**config.mk**
```make
export PLATFORM = sky130hd
export DESIGN_NAME = serial_alu_xn
export DESIGN_NICKNAME = d
export VERILOG_FILES = /design/src/rtl/serial_alu_pkg.sv /design/src/rtl/serial_alu_bit.sv /design/src/rtl/serial_alu_xn.sv
export SDC_FILE = /design/constraint.sdc
export NUM_CORES = 1
export LEC_CHECK = 0
export BUFFER_PORTS_ARGS = -buffer_cell sky130_fd_sc_hd__buf_2
export CAP_MARGIN = 20
export CORE_ASPECT_RATIO = 1.2
export CORE_UTILIZATION = 55
export CTS_CLUSTER_SIZE = 14
export DETAILED_ROUTE_END_ITERATION = 6
export MAX_ROUTING_LAYER = met4
export PLACE_DENSITY = 0.79
export SETUP_SLACK_MARGIN = 0.02
export SYNTH_ARGS = -nofsm -noshare
export SYNTH_HDL_FRONTEND = slang
export SYNTH_SLANG_ARGS = --single-unit
export TNS_END_PERCENT = 1
```
**constraint.sdc**
```tcl
create_clock -name clock -period 4.5 [get_ports clock]
set_input_delay 0 -clock clock [delete_from_list [all_inputs] [get_ports clock]]
set_output_delay 0 -clock clock [all_outputs]
set_load 0.01 [all_outputs]
```
**src/rtl/serial_alu_pkg.sv**
```systemverilog
// Shared mode and state encodings for the bit-serial ALU.
package serial_alu_pkg;

  typedef enum logic [1:0] {
    MODE_ADD    = 2'b00,
    MODE_XOR    = 2'b01,
    MODE_PASS_B = 2'b10,
    MODE_SUB    = 2'b11
  } mode_t;

  typedef enum logic [1:0] {
    S_IDLE = 2'b00,
    S_RUN  = 2'b01,
    S_DONE = 2'b10
  } state_t;

endpackage

```
**src/rtl/serial_alu_bit.sv**
```systemverilog
// One-bit sum/carry slice for the serial ALU; purely combinational, no flow control.
module serial_alu_bit
  import serial_alu_pkg::*;
(
  input  logic       b,
  input  logic       d,
  input  logic       c,
  input  logic [1:0] mode,
  output logic       s,
  output logic       c_next
);

  // SUB reuses the adder: the top inverts D and seeds carry with 1.
  always_comb begin
    s      = 1'b0;
    c_next = c;
    case (mode_t'(mode))
      MODE_ADD, MODE_SUB: begin
        s      = b ^ d ^ c;
        c_next = (b & d) | (c & (b ^ d));
      end
      MODE_XOR:    s = b ^ d;
      MODE_PASS_B: s = b;
      default: begin
        s      = 1'b0;
        c_next = c;
      end
    endcase
  end

endmodule

```
**src/rtl/serial_alu_xn.sv**
```systemverilog
// Bit-serial ADD/SUB/XOR/PASS_B, LSB first; done_o one cycle after edge start+WIDTH.
// start_i is ignored while busy; a start in the DONE cycle chains with no gap.
module serial_alu_xn
  import serial_alu_pkg::*;
#(
  parameter int WIDTH = 8
) (
  input  logic             clock,
  input  logic             reset,
  input  logic             start_i,
  input  logic [1:0]       mode_i,
  input  logic [WIDTH-1:0] B_i,
  input  logic [WIDTH-1:0] D_i,
  output logic             busy_o,
  output logic             done_o,
  output logic [WIDTH-1:0] E_o,
  output logic             carry_o,
  output logic             bit_o
);

  localparam int CNT_W = (WIDTH > 1) ? $clog2(WIDTH) : 1;

  state_t             state_q, state_d;
  logic [1:0]         mode_q;
  logic [WIDTH-1:0]   b_sh, d_sh, res_sh, res_nxt;
  logic               c_q;
  logic [CNT_W-1:0]   cnt_q;
  logic               s, c_next, last, load, arith;

  serial_alu_bit u_bit (
    .b      (b_sh[0]),
    .d      (d_sh[0]),
    .c      (c_q),
    .mode   (mode_q),
    .s      (s),
    .c_next (c_next)
  );

  assign last    = (cnt_q == CNT_W'(WIDTH - 1));
  assign load    = start_i && (state_q != S_RUN);
  assign arith   = (mode_q == MODE_ADD) || (mode_q == MODE_SUB);
  assign res_nxt = {s, res_sh[WIDTH-1:1]};

  always_ff @(posedge clock or posedge reset) begin
    if (reset) state_q <= S_IDLE;
    else       state_q <= state_d;
  end

  always_comb begin
    state_d = state_q;
    busy_o  = 1'b0;
    done_o  = 1'b0;
    case (state_q)
      S_IDLE: if (start_i) state_d = S_RUN;
      S_RUN: begin
        busy_o = 1'b1;
        if (last) state_d = S_DONE;
      end
      S_DONE: begin
        done_o  = 1'b1;
        state_d = start_i ? S_RUN : S_IDLE;
      end
      default: state_d = S_IDLE;
    endcase
  end

  assign bit_o = busy_o ? s : 1'b0;

  always_ff @(posedge clock or posedge reset) begin
    if (reset) begin
      b_sh    <= '0;
      d_sh    <= '0;
      res_sh  <= '0;
      c_q     <= 1'b0;
      cnt_q   <= '0;
      mode_q  <= MODE_ADD;
      E_o     <= '0;
      carry_o <= 1'b0;
    end else if (load) begin
      b_sh   <= B_i;
      d_sh   <= (mode_t'(mode_i) == MODE_SUB) ? ~D_i : D_i;
      mode_q <= mode_i;
      c_q    <= (mode_t'(mode_i) == MODE_SUB);
      cnt_q  <= '0;
      res_sh <= '0;
    end else if (state_q == S_RUN) begin
      b_sh   <= {1'b0, b_sh[WIDTH-1:1]};
      d_sh   <= {1'b0, d_sh[WIDTH-1:1]};
      res_sh <= res_nxt;
      c_q    <= c_next;
      cnt_q  <= cnt_q + 1'b1;
      if (last) begin
        E_o     <= res_nxt;
        carry_o <= arith ? c_next : 1'b0;
      end
    end
  end

endmodule

```
=== Word level (Yosys, flattened, before mapping) ===
Cells that the tools add are included.

* Add/sub/neg operators: 1
* Eq/ne operators: 10
* Multiplexer cells: 21
* Bitwise gates (word level): 7
* Reduce and logical (&&, ||, !) cells: 8

{| class="wikitable"
|+ Operators with widths
! cell !! count
|-
| two-way mux 8 bit || 7
|-
| equality test 2 bit (second input constant) || 4
|-
| two-way mux 1 bit || 8
|-
| inverter 8 bit || 1
|-
| two-way mux 3 bit || 2
|-
| case mux 2 bit (3 select lines) || 1
|-
| equality test 2 x 1 -> 1 bit (second input constant) || 2
|-
| zero test 2 bit || 2
|-
| two-way mux 2 bit || 2
|-
| != test 2 bit (second input constant) || 2
|-
| adder 3 x 1 -> 3 bit (second input constant) || 1
|-
| equality test 3 bit (second input constant) || 1
|-
| case mux 1 bit (3 select lines) || 1
|-
| AND reduction 3 bit || 1
|-
| AND 1 bit || 2
|-
| != test 2 x 1 -> 1 bit (second input constant) || 1
|-
| AND reduction 2 bit || 1
|-
| nonzero test 2 bit || 1
|-
| OR reduction 2 bit || 1
|-
| XOR 1 bit || 2
|-
| logical AND 1 bit || 1
|-
| logical OR 1 bit || 1
|-
| inverter 1 bit || 1
|-
| OR 1 bit || 1
|}

* Bits in registers: 41
* Input port bits: 21

=== Depth between registers and ports, before layout ===
Gate-level depths: netlist of run 1.

* Depth after elaboration: 6
* Depth in mapped cells: 6
* Mapped depth without buffers: 5

=== Modules after synthesis ===
From an unflattened synthesis of run 1, not the netlist that was laid out.

* Cell total of the unflattened synthesis: 170
* Area, all modules: 1865.5 µm²

{| class="wikitable"
|+ Modules (own cells, without submodules)
! module !! cells an instance !! times used !! area an instance (µm²) !! sequential area each (µm²)
|-
| serial_alu_xn || 160 || 1 || 1769.2 || 1001.0
|-
| serial_alu_bit || 10 || 1 || 96.3 || 0.0
|}

=== Worst setup path before layout of run 1 ===
No wires, ideal clock.

* Path kind: register -> register
* Start: register cnt_q[0]
* End: register E_o[0]
* Stages on the path, launching flop included: 6
* Clock period less this slack: 1.479 ns
* Slack: 3.021 ns
* Arrival time: 1.354 ns
* Required time: 4.375 ns
* Path through: dfrtp_1 -> ha_1 -> ha_1 -> nand3b_1 -> buf_4 -> mux2_4

* Longest elaborated chain between the ends: 2

{| class="wikitable"
|+ RTL lines
! item !! line !! text
|-
| start: declaration || serial_alu_xn.sv:27 || <nowiki>logic [CNT_W-1:0] cnt_q;</nowiki>
|-
| start signal: assignment || serial_alu_xn.sv:91 || <nowiki>cnt_q <= cnt_q + 1'b1;</nowiki>
|-
| equality test 3 bit || serial_alu_xn.sv:39 || <nowiki>assign last = (cnt_q == CNT_W'(WIDTH - 1));</nowiki>
|-
| AND reduction 3 bit (no source line) || n/a ||
|-
| end signal: assignment || serial_alu_xn.sv:93 || <nowiki>E_o <= res_nxt;</nowiki>
|-
| end: declaration || serial_alu_xn.sv:16 || <nowiki>output logic [WIDTH-1:0] E_o,</nowiki>
|}

Every way passes these cells.
A chain may end at the register's enable or synchronous reset.

=== Worst setup path after layout of run 1 ===
* Start: register state_q[1]
* End: output busy_o

* Longest elaborated chain between the ends: 2

{| class="wikitable"
|+ RTL lines
! item !! line !! text
|-
| start: declaration || serial_alu_xn.sv:23 || <nowiki>state_t state_q, state_d;</nowiki>
|-
| start signal: assignment || serial_alu_xn.sv:46 || <nowiki>else state_q <= state_d;</nowiki>
|-
| equality test 2 x 1 -> 1 bit || serial_alu_xn.sv:53 || <nowiki>case (state_q)</nowiki>
|-
| two-way mux 1 bit || serial_alu_xn.sv:53 ||
|-
| end: declaration || serial_alu_xn.sv:14 || <nowiki>output logic busy_o,</nowiki>
|}

Every way passes these cells.

==> results.cfg, run 1 <==
[run_status]
outcome = completed

[placed_design]
place_hpwl_um = 2350
post-place-ws_ps = 2720
io_buffers = 32
place_area_um2 = 2040
gp_congestion = 0.729

[timing]
period_share = 0.423
worst_pin_slew_ps = 756
skew_ps = 8.32
fin_crit_ps = 1900
relSlewSlack = 0.496
fin_tns_setup_ps = 0
slew_viol_final = 0
fmax_ghz = 0.525
finalSetupViolCount = 0
setup_slack_ps = 2600
hold_viol = 0
rsz0062_at_grt = no

[detailed_routing]
drt_iter0_drc = 20
route.vias.total = 1359
wirelength_um = 3420
drc = 0
drt-vias-per-instance = 5.33
antenna_left = 0
wl_per_cell_um = 13.4
firstDrtPassIters = 4

[floorplanning]
rows = 22
die_y_um = 66.2
initial_utilization = 0.597
core-area_um2 = 3170
die_x_um = 55.5
die_area_um2 = 3680
pin_count = 33

[synthesis]
synth_nets = 198
yosys_warnings = 0
async_reset_ff_frac = 1.00
synth_common_cells = dfrtp_1, nand2_1, mux2i_1, o21ai_0, o21ai_1
synth_top_area_share = 0.529
synth_cell_types = 34
synth-main-ff-cell = dfrtp_1
syn-mean-instance-area_um2 = 11.1
yosysMostFrequentCell = dfrtp_1
yosys-top-cells-area = dfrtp_1, nand2_1, mux2i_1
syn_area_um2 = 1890
yosysSeqAreaShare = 0.529
ys_seq_elements = 40
synthesis.instances = 171
synth_edf_count = 0
synth_top_cell_by_area = dfrtp_1

[global_routing]
met1_usage = 0.250
grt_pass1_wl_um = 5980
grtUsageMet3 = 0.0509
busiest_layer = met2
track_usage = 0.219
antenna_found_initial = 0
use_met2 = 0.375
grt_pass1_vias = 1341
gr-total-overflow = 0
grt_max_degree = 41

[clocking]
cts.sinks = 40
ctsResizeCount = 0
post_cts_buffers = 0
ctsHoldBuffers = 17
clk_pin_slew_ps = 110
cts_buffer_depth = 2
htree_levels = 2
tritoncts = yes
numCtsBuffers = 5
cts_root_buffer = clkbuf_4
clkLatencyLatePin_ps = 340

[critical_path]
worst-path-max-fanout = 40
end_kind = output pin
required_ps = 4500
arrival_ps = 1900
worstSetupPathType = reg2out
cp-start-kind = flip-flop

[power_and_ir_drop]
switching_share = 0.372
netSwitchingPower_w = 0.000495
clockPowerShare = 0.148
ir_drop_mv = 0.477
p_leak_nw = 1.13
p_int_w = 0.000836
pwr-share-seq = 0.457
cellPowerDensity_nw_per_um2 = 585
power_frac_comb = 0.395
power_w = 0.00133

[layout]
nets = 246
drive_above_1_share = 0.247
diodes = 0
area_growth_pct = 20.3
final_area_um2 = 2270

[flow_run]
maxCapViolCount = 0

[hold_path]
hold_class = in2reg
## metal layers
layer	wire, um	up-vias
met5	0	-
met4	58	0
met3	94	7
met2	1750	26
met1	1520	646
li1	-	680
## power groups by stage
stage / sequential, W / combinational [W] / clock [W]
global route: 0.000625 / 0.000592 / 0.000216
global placement: 0.000605 / 0.000491 / 0
floorplan: 0.000605 / 0.000407 / 0
finish: 0.000608 / 0.000526 / 0.000197
CTS: 0.000608 / 0.000531 / 0.000204
detailed placement: 0.000616 / 0.000518 / 0
## path summary, 6_finish.rpt
check / from / endpoint / slack [ps] / cells after the start
setup / recovery: state_q[1] / busy_o / 2600 / 3
hold / removal: D_i[6] / d_sh[6] / 7 / 3
setup reg to reg: state_q[1] / c_q / 2710 / 4
hold reg to reg: carry_o / carry_o / 500 / 2
max in group asynchronous: reset / d_sh[7] / 3860 / 4
min in group asynchronous: reset / carry_o / 300 / 4
## worst max-delay path, stage by stage, from the launching register on
cell,delay [ps]
dfrtp_1,400
nand2b_1,490
inv_4,470
buf_2,210
## state kept, by name, summed over array words and instances, names as in the netlist
register and flops:
E_o 8, b_sh 8, c_q 1, carry_o 1
cnt_q 3, d_sh 8, mode_q 2, res_sh 7
state_q 2
## cells in the final DEF, fill, tap and decap left out, types with 2 or more instances in the layout
cell,n
mux2i_1,9
clkbuf_8,2
nor2_1,2
clkbuf_4,5
mux2_4,5
ha_1,5
mux2_2,2
o211ai_1,7
nand2_1,31
nand2b_1,2
dlygate4sd3_1,17
o21ai_1,9
mux2_1,2
inv_1,7
nand3_1,8
dfrtp_1,40
xor2_1,8
o21ai_0,9
buf_2,32
## cell type report
class                           instances  area [um2]
Timing Repair Buffer                   50         338
Inverter                                9        36.3
Tap cell                               36        45.0
Sequential cell                        40        1000
Clock buffer                            7        65.1
Fill cell                             220         892
Multi-Input combinational cell        113         788
## per-stage QoR
| step | hold slack [ps] | util | cells |
|---|---|---|---|
| 6_report | 7.40 | 0.718 | 255 |
| 5_1_grt | 1.57 | 0.718 | 255 |
| 3_5_place_dp | 140 | 0.644 | 231 |
| 4_1_cts | 2.19 | 0.718 | 255 |
| 3_3_place_gp | 130 | 0.644 | 231 |
| 2_1_floorplan | 132 | - | 171 |
## cell families (layout without fill, tap and decap cells)
kind of cell | count (synthesis) | count (layout) | synth area share
fa+ha+maj | 6 | 6 | 0.0437
xor+xnor | 8 | 8 | 0.0371
simple gates | 48 | 48 | 0.115
mux | 18 | 18 | 0.111
flops | 40 | 40 | 0.529
buf+inv | 18 | 66 | 0.0536
compound gates | 33 | 33 | 0.110
Note: power is estimated with default switching activity, not from simulation.
==> run 2, diff against run 1 <==
- ABC_AREA: unset -> 1
- CORE_UTILIZATION: 55 -> 50
- PLACE_DENSITY: 0.79 -> 0.75
- clock period: 4.5 -> 1.6 ns (I/O delays scaled with it)
==> results.cfg, run 2 <==
[critical_path]
worst-path-buf-inv = 3
crit_start = c_q
worstSetupPathType = reg2out
required_ps = 1600
end_kind = output pin
cpPeakStageDelay_ps = 540
slowest_stage = fa_1
cp-start-kind = flip-flop
rr_startpoint = state_q[0]
crit_chain = inv_2 -> fa_1 -> nand2_2 -> nand3_2 -> inv_1 -> buf_2
worst-path-max-fanout = 2
path_delay_family = adder cells
arrival_ps = 1590

[clocking]
clk_pin_slew_ps = 80
cts.sinks = 40
clkLatencyLatePin_ps = 300
numCtsBuffers = 5
cts_root_buffer = clkbuf_8
htree_levels = 2
tritoncts = yes
cts_buffer_depth = 2

[synthesis]
synth_top_cell_by_area = dfrtp_1
synth_common_cells = nand2_1, dfrtp_1, inv_1
async_reset_ff_frac = 1.00
synth_mux_area_frac = 0
yosys.area_share.adder = 0.0420
ys_seq_elements = 40
synth_cell_types = 18
synth-xor-area-share = 0
yosysSeqAreaShare = 0.510
yosys_warnings = 0
syn-mean-instance-area_um2 = 8.18
synthesis.instances = 240
synth_compound_gate_area_share = 0.0682
synth_top_family_by_area = simple AND/OR/NAND/NOR gates
yosys-top-cells-area = dfrtp_1, nand2_1, nand3_1
synthSimpleGateAreaFrac = 0.285
syn_area_um2 = 1960
synth_nets = 267
synth_top_area_share = 0.510
synth-main-ff-cell = dfrtp_1
synth_edf_count = 0
yosysMostFrequentCell = nand2_1

[run_status]
outcome = completed

[global_routing]
antenna_found_initial = 0
grt_pass1_vias = 1621
gr-total-overflow = 0
grt_pass1_wl_um = 6440
track_usage = 0.213
grt_max_degree = 41

[power_and_ir_drop]
pwr-share-seq = 0.387
p_leak_nw = 1.35
switching_share = 0.375
cellPowerDensity_nw_per_um2 = 1760
p_int_w = 0.00266
ir_drop_mv = 1.07
clockPowerShare = 0.210
power_frac_comb = 0.403
netSwitchingPower_w = 0.00160

[timing]
hold_viol = 0
fin_crit_ps = 1590
relSlewSlack = 0.671
period_share = 0.991
fmax_ghz = 0.631
skew_ps = 3.94
worst_pin_slew_ps = 493
rsz0062_at_grt = yes
finalSetupViolCount = 0
slew_viol_final = 0
hold_ws_ps = 6.54

[layout]
diodes = 0
drive_above_1_share = 0.210
final_area_um2 = 2420
fillers = 339
layout_common_cells = nand2_1, dfrtp_1, inv_1
top_regs = E_o (8), b_sh (8), d_sh (8)
area_growth_pct = 23.4
nets = 316
final_common_cell = nand2_1

[hold_path]
hold_class = in2reg
worstHoldStart = D_i[4]

[placed_design]
place_hpwl_um = 2550
place_area_um2 = 2160
gp_congestion = 0.785
io_buffers = 32

[detailed_routing]
wirelength_um = 3700
wl_per_cell_um = 10.8
drt_iter0_drc = 62
drt-vias-per-instance = 4.76
antenna_left = 0
firstDrtPassIters = 4
route.vias.total = 1629
drc = 0

[floorplanning]
die_area_um2 = 4180
rows = 24
die_y_um = 70.7
pin_count = 33
die_x_um = 59.2
core-area_um2 = 3690
initial_utilization = 0.532

[flow_run]
maxCapViolCount = 0
run 2: cell count changes after synthesis, moves of 5 or more:
cell	delta
inv_1	+27
mux2_4	-5
mux2i_1	-9
nand2_1	+66
nand3_1	+20
o211ai_1	-7
o21ai_0	-6
o21ai_1	-9
o21ai_2	+8
o22ai_1	+6
xor2_1	-8
run 2: timing repair:
action	CTS	global route
hold buffers	11	0
setup endpoints to repair	1	1
buffers inserted	3	0
hold endpoints to repair	50	0
cloned	0	0
pin swaps	0	1
gates resized for setup	3	0
run 2: logic make-up after synthesis:
| kind of cell | count (synthesis) |
|---|---|
| compound gates | 19 |
| fa+ha+maj | 6 |
| buf+inv | 42 |
| flops | 40 |
| simple gates | 133 |
run 2: worst register-to-register path: stages, from the launching register on:
cell and delay [ps]:
dfrtp_1 380, inv_1 80, nor2_4 320, nand2_4 230, nand2_1 130, o21ai_2 60
run 2: routing by layer:
metal	track usage	vias up	share of wire
met1	0.220	743	0.45
met4	0.0767	0	0.015
met5	-	-	0
met3	0.0603	5	0.037
li1	-	844	-
met2	0.373	37	0.50
run 2: final cells by class:
type / count / area, um2 / share of cell area
sequential: 40 / 1000 / 0.413
multi-input combinational: 158 / 785 / 0.324
timing repair buffer: 49 / 315 / 0.130
inverter: 35 / 131 / 0.0542
clock buffer: 7 / 96.3 / 0.0398
tap: 52 / 65.1 / 0.0268
clock inverter: 1 / 30.0 / 0.0124
run 2: through the flow:
step | instances | utilization | total power [W] | TNS (ps) | worst slack [ps]
2_1_floorplan | 240 | - | 0.00288 | 0 | 370
3_3_place_gp | 320 | 0.584 | 0.00324 | 0 | 280
3_5_place_dp | 320 | 0.584 | 0.00329 | 0 | 284
4_1_cts | 342 | 0.656 | 0.00430 | -0.692 | -0.692
5_1_grt | 342 | 0.656 | 0.00460 | -49.5 | -49.5
6_report | 342 | 0.656 | 0.00426 | 0 | 14.3
run 2: path summary, 6_finish.rpt:
| kind | to | slack (ps) | depth (start not counted) |
|---|---|---|---|
| setup reg to reg | E_o[6] | 280 | 5 |
| setup / recovery | bit_o | 10 | 6 |
| hold / removal | d_sh[4] | 7 | 5 |
| min in group asynchronous | mode_q[0] | 360 | 4 |
| max in group asynchronous | res_sh[1] | 900 | 4 |
| hold reg to reg | E_o[4] | 480 | 2 |
run 2: power by group through the flow:
| stage | registers (W) | logic [W] | clock network [W] |
|---|---|---|---|
| final | 0.00165 | 0.00172 | 0.000896 |
| after global routing | 0.00169 | 0.00196 | 0.000953 |
| after CTS | 0.00165 | 0.00174 | 0.000912 |
| after detailed placement | 0.00167 | 0.00161 | 0 |
| after global placement | 0.00165 | 0.00158 | 0 |
| after floorplan | 0.00168 | 0.00120 | 0 |
==> run 3, diff against run 2 <==
--- a/config.mk
+++ b/config.mk
@@ -7,3 +7,2 @@
 export LEC_CHECK = 0
-export ABC_AREA = 1
 export BUFFER_PORTS_ARGS = -buffer_cell sky130_fd_sc_hd__buf_2
@@ -11,3 +10,3 @@
 export CORE_ASPECT_RATIO = 1.2
-export CORE_UTILIZATION = 50
+export CORE_UTILIZATION = 49
 export CTS_CLUSTER_SIZE = 14
@@ -15,3 +14,3 @@
 export MAX_ROUTING_LAYER = met4
-export PLACE_DENSITY = 0.75
+export PLACE_DENSITY = 0.74
 export SETUP_SLACK_MARGIN = 0.02
==> constraint.sdc (replaced) <==
create_clock -name clock -period 1.6 [get_ports clock]
set_input_delay 0.32 -clock clock [delete_from_list [all_inputs] [get_ports clock]]
set_output_delay 0.32 -clock clock [all_outputs]
set_load 0.01 [all_outputs]
==> results.cfg, run 3 (synthesis results as in run 1) <==
[run_status]
outcome = complete, but fails checks
violations = setup timing

[timing]
fin_crit_ps = 1950
slew_viol_final = 0
fmax_ghz = 0.512
worst_pin_slew_ps = 483
rsz0062_at_grt = yes
period_share = 1.22
finalSetupViolCount = 2
skew_ps = 7.50
hold_viol = 0
relSlewSlack = 0.678
setup_slack_ps = -353
fin_tns_setup_ps = -354

[global_routing]
grt_pass1_vias = 1401
track_usage = 0.201
grt_pass1_wl_um = 6040
gr-total-overflow = 0
antenna_found_initial = 0
grt_max_degree = 41

[floorplanning]
die_area_um2 = 4110
core-area_um2 = 3660
rows = 24
die_x_um = 58.7
pin_count = 33
initial_utilization = 0.516
die_y_um = 70.0

[layout]
final-seq-area_um2 = 1000
drive_above_1_share = 0.338
nets = 239
final_area_um2 = 2280
layout_common_cells = dfrtp_1, buf_2, nand2_1
final_common_cell = dfrtp_1
fillers = 314
final_cells = 265
diodes = 0
multi_input_area_um2 = 826
top_regs = E_o (8), b_sh (8), d_sh (8)
area_growth_pct = 20.4

[placed_design]
gp_congestion = 0.723
dp.cells = 255
place_area_um2 = 2130
io_buffers = 32
place_hpwl_um = 2520

[detailed_routing]
drt-vias-per-instance = 5.04
antenna_left = 0
wl_per_cell_um = 13.0
wirelength_um = 3440
drc = 0
route.vias.total = 1335
firstDrtPassIters = 4
drt_iter0_drc = 26

[critical_path]
end_kind = output pin
rr_startpoint = d_sh[0]
worstSetupPathType = reg2out
r2r_end = res_sh[7]
worst-path-max-fanout = 3
required_ps = 1280
cp-start-kind = flip-flop
r2r_slack_ps = 80
arrival_ps = 1630
r2r_cells = 5

[clocking]
cts_root_buffer = clkbuf_8
numCtsBuffers = 5
tritoncts = yes
clkLatencyLatePin_ps = 290
cts.sinks = 40
htree_levels = 2
cts_buffer_depth = 2
clk_pin_slew_ps = 70

[power_and_ir_drop]
p_leak_nw = 1.13
ir_drop_mv = 0.805
cellPowerDensity_nw_per_um2 = 1860

[flow_run]
maxCapViolCount = 0

[hold_path]
hold_class = in2async
## run 3: cell type report
type | count | share of cell area
Sequential cell | 40 | 0.440
Multi-Input combinational cell | 113 | 0.363
Timing Repair Buffer | 43 | 0.112
Clock buffer | 6 | 0.0363
Tap cell | 52 | 0.0286
Inverter | 9 | 0.0159
Clock inverter | 2 | 0.00440
## run 3: repair_timing
action                     4_1_cts  5_1_grt
resized for setup                3        5
buffers inserted                 2        0
hold buffers                     0        0
setup endpoints to repair        2       11
pin swaps                        2        1
## run 3: worst max-delay path: stages (launching register included)
cell,delay (ps)
dfrtp_1,400
inv_2,60
fa_1,490
a211oi_2,230
buf_2,170
## run 3: layer usage
metal / share of wire / global-route usage / vias up
li1: - / - / 660
met1: 0.39 / 0.204 / 638
met2: 0.56 / 0.360 / 28
met3: 0.033 / 0.0352 / 9
met4: 0.017 / 0.101 / 0
met5: 0 / - / -
## run 3: worst max path at each step
stage | start | end | slack (ps) | cells past startpoint
global placement | d_sh[0] | bit_o | -30 | 4
CTS | b_sh[0] | bit_o | -360 | 4
detailed placement | b_sh[0] | bit_o | -90 | 4
global route | c_q | bit_o | -400 | 4
floorplan | d_sh[0] | bit_o | 70 | 3
finish | b_sh[0] | bit_o | -350 | 4
## run 3: metrics by stage
step / total power (W) / utilization / setup slack, ps / hold WS (ps)
CTS: 0.00415 / 0.613 / -358 / 145
detailed placement: 0.00336 / 0.582 / -92.9 / 461
floorplan: 0.00285 / - / 73.8 / 452
finish: 0.00423 / 0.621 / -353 / 125
global route: 0.00456 / 0.621 / -396 / 184
global placement: 0.00326 / 0.582 / -34.7 / 457
## run 3: power by group
| part | internal, W | leakage [nW] | switching [W] | total [W] |
|---|---|---|---|---|
| clock | 0.000343 | 0.0510 | 0.000330 | 0.000674 |
| sequential | 0.00144 | 0.510 | 0.000267 | 0.00170 |
| combinational | 0.000920 | 0.565 | 0.000933 | 0.00185 |
| total | 0.00270 | 1.13 | 0.00153 | 0.00423 |
